<file path="src/rtl/cache_pkg.sv">
// Constants and state encoding shared by the cache refill sequencer and the miss FSM.
package cache_pkg;

  localparam int CACHE_ADDR_W        = 32;
  localparam int CACHE_DATA_W        = 32;
  localparam int CACHE_WORDS_PER_BLK = 4;
  localparam int CACHE_TIMEOUT       = 16;

  typedef enum logic [1:0] {
    ST_IDLE  = 2'd0,
    ST_REQ   = 2'd1,
    ST_WRITE = 2'd2,
    ST_DONE  = 2'd3
  } refill_state_e;

  // A timeout of 0 still needs a 1-bit counter so the port widths stay legal.
  function automatic int cnt_width(input int timeout);
    return (timeout < 1) ? 1 : $clog2(timeout + 1);
  endfunction

endpackage

</file>
<file path="src/rtl/refill_timer.sv">
// Per-word ack wait counter: clear/enable up-counter that saturates and flags expiry.
module refill_timer
  import cache_pkg::*;
#(
  parameter int TIMEOUT = CACHE_TIMEOUT,
  parameter int CNT_W   = cnt_width(TIMEOUT)
) (
  input  logic clk,
  input  logic reset,
  input  logic clear,
  input  logic enable,
  output logic expired
);

  localparam logic [CNT_W-1:0] CNT_MAX  = '1;
  localparam logic [CNT_W-1:0] CNT_LAST = CNT_W'((TIMEOUT > 0) ? (TIMEOUT - 1) : 0);

  logic [CNT_W-1:0] count_q;
  logic [CNT_W-1:0] count_d;

  always_comb begin
    count_d = count_q;
    if (clear) begin
      count_d = '0;
    end else if (enable && (count_q != CNT_MAX)) begin
      count_d = count_q + 1'b1;
    end
  end

  always_ff @(posedge clk or posedge reset) begin
    if (reset) begin
      count_q <= '0;
    end else begin
      count_q <= count_d;
    end
  end

  // TIMEOUT of zero disables expiry entirely.
  assign expired = (TIMEOUT != 0) && (count_q == CNT_LAST);

endmodule

</file>
<file path="src/rtl/cache_refill_seq.sv">
// Block refill sequencer: fetches one cache block word-by-word over req/ack and
// writes each word into the data array, pulsing end_fill when the block is complete.
module cache_refill_seq
  import cache_pkg::*;
#(
  parameter int ADDR_W        = CACHE_ADDR_W,
  parameter int DATA_W        = CACHE_DATA_W,
  parameter int WORDS_PER_BLK = CACHE_WORDS_PER_BLK,
  parameter int TIMEOUT       = CACHE_TIMEOUT,
  parameter int IDX_W         = $clog2(WORDS_PER_BLK)
) (
  input  logic              clk,
  input  logic              reset,
  input  logic              start,
  input  logic              abort,
  input  logic [ADDR_W-1:0] blk_addr,
  output logic              mem_req,
  output logic [ADDR_W-1:0] mem_addr,
  input  logic              mem_ack,
  input  logic [DATA_W-1:0] mem_rdata,
  output logic              dwr,
  output logic [IDX_W-1:0]  dword_idx,
  output logic [DATA_W-1:0] dwdata,
  output logic              end_fill,
  output logic              busy,
  output logic              err
);

  localparam logic [IDX_W-1:0]  IDX_LAST = IDX_W'(WORDS_PER_BLK - 1);
  localparam logic [ADDR_W-1:0] IDX_MASK = ADDR_W'(WORDS_PER_BLK - 1);

  refill_state_e     state_q, state_d;
  logic [IDX_W-1:0]  idx_q, idx_d;
  logic [ADDR_W-1:0] base_q, base_d;
  logic [DATA_W-1:0] wdata_q, wdata_d;
  logic              err_q, err_d;

  logic timer_clear;
  logic timer_en;
  logic timer_expired;

  refill_timer #(
    .TIMEOUT (TIMEOUT)
  ) u_timer (
    .clk     (clk),
    .reset   (reset),
    .clear   (timer_clear),
    .enable  (timer_en),
    .expired (timer_expired)
  );

  always_comb begin
    state_d     = state_q;
    idx_d       = idx_q;
    base_d      = base_q;
    wdata_d     = wdata_q;
    err_d       = 1'b0;
    timer_clear = 1'b0;
    timer_en    = 1'b0;

    case (state_q)
      ST_IDLE: begin
        timer_clear = 1'b1;
        // abort outranks a simultaneous start so the miss FSM can cancel cleanly.
        if (start && !abort) begin
          base_d  = blk_addr & ~IDX_MASK;
          idx_d   = '0;
          state_d = ST_REQ;
        end
      end

      ST_REQ: begin
        if (abort) begin
          state_d = ST_IDLE;
        end else if (mem_ack) begin
          wdata_d = mem_rdata;
          state_d = ST_WRITE;
        end else if (timer_expired) begin
          err_d   = 1'b1;
          state_d = ST_IDLE;
        end else begin
          timer_en = 1'b1;
        end
      end

      ST_WRITE: begin
        if (abort) begin
          state_d = ST_IDLE;
        end else if (idx_q == IDX_LAST) begin
          state_d = ST_DONE;
        end else begin
          idx_d       = idx_q + 1'b1;
          timer_clear = 1'b1;
          state_d     = ST_REQ;
        end
      end

      ST_DONE: begin
        state_d = ST_IDLE;
      end

      default: begin
        state_d = ST_IDLE;
      end
    endcase
  end

  always_ff @(posedge clk or posedge reset) begin
    if (reset) begin
      state_q <= ST_IDLE;
      idx_q   <= '0;
      base_q  <= '0;
      wdata_q <= '0;
      err_q   <= 1'b0;
    end else begin
      state_q <= state_d;
      idx_q   <= idx_d;
      base_q  <= base_d;
      wdata_q <= wdata_d;
      err_q   <= err_d;
    end
  end

  // Outputs decode only registered state, so nothing combinational reaches them from inputs.
  always_comb begin
    mem_req   = (state_q == ST_REQ);
    mem_addr  = mem_req ? (base_q | {{(ADDR_W-IDX_W){1'b0}}, idx_q}) : '0;
    dwr       = (state_q == ST_WRITE);
    dword_idx = dwr ? idx_q : '0;
    dwdata    = dwr ? wdata_q : '0;
    end_fill  = (state_q == ST_DONE);
    busy      = (state_q != ST_IDLE);
    err       = err_q;
  end

endmodule

</file>
<file path="config.mk">
export PLATFORM = sky130hd
export DESIGN_NAME = cache_refill_seq
export DESIGN_NICKNAME = d
export VERILOG_FILES = /design/src/rtl/cache_pkg.sv /design/src/rtl/refill_timer.sv /design/src/rtl/cache_refill_seq.sv
export SDC_FILE = /design/constraint.sdc
export NUM_CORES = 1
export LEC_CHECK = 0
export CORE_UTILIZATION = 30
export DETAILED_ROUTE_END_ITERATION = 8
export GPL_TIMING_DRIVEN = 0
export PLACE_DENSITY = 0.59
export SETUP_SLACK_MARGIN = 0.5
export SLEW_MARGIN = 20
export SYNTH_ARGS = -nofsm -noshare
export SYNTH_HDL_FRONTEND = slang
export SYNTH_SLANG_ARGS = --single-unit
</file>
<file path="constraint.sdc">
create_clock -name clk -period 5.6 [get_ports clk]
set_clock_uncertainty 0.1 [all_clocks]
set_input_delay 1.4 -clock clk [delete_from_list [all_inputs] [get_ports clk]]
set_output_delay 1.4 -clock clk [all_outputs]
set_load 0.005 [all_outputs]
</file>
==> qor.txt <==
setup TNS: 0 ns
CTS H-tree depth: 3
CTS resizes: 0
largest net degree at the start of global routing: 41
final worst setup slack: 1.68 ns
Clk pwr share: 40.2%
worst hold start: base_q[25]
most used cell, CP: clkbuf_1
dpl hpwl: 5660 µm
#FFs+latches synth: 72
syn nets: 328
Peak VDD IR: 0.147 mV
Nets: 477
Skew-Pair Late Insertion Delay: 0.32 ns
IO Port Bufs: 137
post-synth top area share: 52.2%
first-pass GRT wire length: 12900 µm
FF-to-FF path depth: 6
Slew Viols, Final: 0
postcts setup bufs: 0
Row Count: 38
FILL cells: 1055
cell family with most CP delay: buffers and inverters
routed via count: 2402
global routing's busiest layer: met2
Die ar.: 11900 µm²
worst reg2reg path endpoint: u_timer.count_q[2]
arrival time worst endpoint: 2.42 ns
type of the worst min-delay path: flip-flop to flip-flop
GRT Residual Overflow: 0
Ports: 140
hold_ws: 0.375 ns
DP Worst Slack: 1.97 ns
Finish-stage setup viols: 0
relative slew slack: 64.3%
run status: finished, final reports clean
Crit Path Max Fanout: 10
Pint: 1.31 mW
fraction of layout cells with a size suffix above 1: 22.2%
Pwr Density: 312 nW/µm²
Area contributors post-synth: dfrtp_1, mux2_4, and2_1
DRT Pass-1 Iters: 4
register-to-register setup slack: 3.45 ns
worst reg2reg startpoint: u_timer.count_q[0]
Avg Vias per Cell: 4.38
hold path endpoint: base_q[25]
Net Sw Frac: 21.9%
number of global-route vias before repair: 2565
RSZ-0062 raised after global routing: no
Core Footprint: 11000 µm²
Starting Density: 31.3%
drt initial violations: 57
Horiz. Die Dim: 109 µm
CTS tree: built
hold path cells: 1
Design Power: 1.68 mW
leading cell types in the layout, fill and taps excluded: clkdlybuf4s50_1, dfrtp_1, and2_1, mux2_2, mux2_4
combinational share of power: 18.7%
initial antenna violation count: 0
Avg Cell Area, Syn: 13.5 µm²
worst-margin pin slew: 0.535 ns
CTS max path bufs: 2
Worst Path Buf+Inv: 4
NetSw: 0.368 mW
CTS Root Cell: clkbuf_16
GRT Overall Usage: 14.3%
crit end category: output pin
period utilization: 69.9%
Crit Path Class: flip-flop to output pin
final hold vios: 0
GR Layer Usage met1: 19.5%
Mapped Cells: 255
Lkg Pwr: 2.30 nW
Yosys cell types: 29
Residual DRC: 0
Detail Route Antenna Nets: 0
Critical Path, Cell by Cell: buf_2 -> nor2b_1 -> clkbuf_1 -> clkbuf_1 -> and2_1 -> clkdlybuf4s50_1
met2 usage: 20.3%
Flop pwr share: 41.0%
CP peak stage delay: 0.51 ns
Syn Std Cell Area: 3450 µm²
quantity of hold-fixing buffers added after cts: 0
largest area contributor in the netlist: dfrtp_1
sequential-to-total area share from yosys stat: 52.2%
Reg clk slew, reported paths: 0.06 ns
Die Y: 109 µm
total wire length: 7930 µm
Routed WL per cell: 14.4 µm
YS warnings: 0
max cap viols: 0
crit path time final: 3.92 ns
startpoint types: flip-flop
commonest non-fill, non-tap cell in the layout: clkdlybuf4s50_1
clk sinks: 72
Max Freq: 255 MHz
CP Data Required Time: 4.10 ns
Inserted Clock Buffers: 9
slowest CP cell: clkdlybuf4s50_1
Area Overhead vs Synth: 55.7%
n_diodes: 0
RePlAce Congestion: 0.717
global routing usage on met3: 5.69%
==> routing by layer <==
layer,share of wire [%],up-vias
li1,-,1158
met1,46,1128
met2,41,105
met3,11,11
met4,1.6,0
met5,0,-
==> kinds of logic after synthesis <==
family,count (synthesis),synth area share [%]
AO/OA/AOI/OAI,10,2.46
multiplexers,64,24.1
AND/OR/NAND/NOR,85,15.7
buffers and inverters,19,3.84
adder cells (fa/ha/maj),4,1.45
flip-flops,72,52.2
XOR/XNOR,1,0.254
==> worst max-delay path by stage <==
stage | startpoint | to | slack (ns) | cells past startpoint
after global routing | state_q[1] | dwdata[31] | 1.45 | 6
after floorplan | reset | base_q[10] | 2.28 | 1
after detailed placement | state_q[1] | dwdata[31] | 1.97 | 6
final | state_q[1] | dwdata[31] | 1.68 | 6
after CTS | state_q[1] | dwdata[31] | 1.61 | 6
after global placement | reset | wdata_q[2] | 0.89 | 2
==> state kept, by name, indices dropped and copies added, names as in the netlist <==
register         count
err                  1
wdata_q             32
idx_q                2
u_timer.count_q      5
base_q              30
state_q              2
==> cell type report <==
type	count	area (µm²)	share of cell area, %
plain buffers	15	118	2.19
clock buffers	10	239	4.44
flip-flops and latches	72	1800	33.5
repair buffers	138	1390	25.9
well taps	140	175	3.26
clock inverters	6	115	2.14
inverters	4	17.5	0.326
multi-input cells	164	1520	28.3
==> power groups by stage <==
| stage | Sequential, mW | Combinational (mW) | Clock [mW] |
|---|---|---|---|
| detailed placement | 0.695 | 0.321 | 0 |
| global route | 0.707 | 0.345 | 0.720 |
| finish | 0.689 | 0.314 | 0.676 |
| floorplan | 0.678 | 0.193 | 0 |
| CTS | 0.690 | 0.321 | 0.694 |
| global placement | 0.694 | 0.311 | 0 |
==> cells in the mapped netlist, drive strengths merged <==
cell,number
nor3,1
nor3b,2
a2bb2oi,1
clkbuf,7
nand3,1
nor4b,1
nor2b,3
ha,4
o21ai,1
xnor2,1
dfrtp,72
buf,8
and3,1
inv,4
nor2,4
and2,69
mux2,64
a22o,4
a2111o,1
and3b,1
or2,1
a221o,1
and4b,1
a22oi,2
==> stage by stage <==
stage	cell area [µm²]	cells	util [%]
3_5_place_dp	5020	533	45.5
4_1_cts	5380	549	48.7
5_1_grt	5380	549	48.7
6_report	5380	549	48.7
2_1_floorplan	3450	255	-
3_3_place_gp	5000	532	45.3
Note: power is estimated with default switching activity, not from simulation.
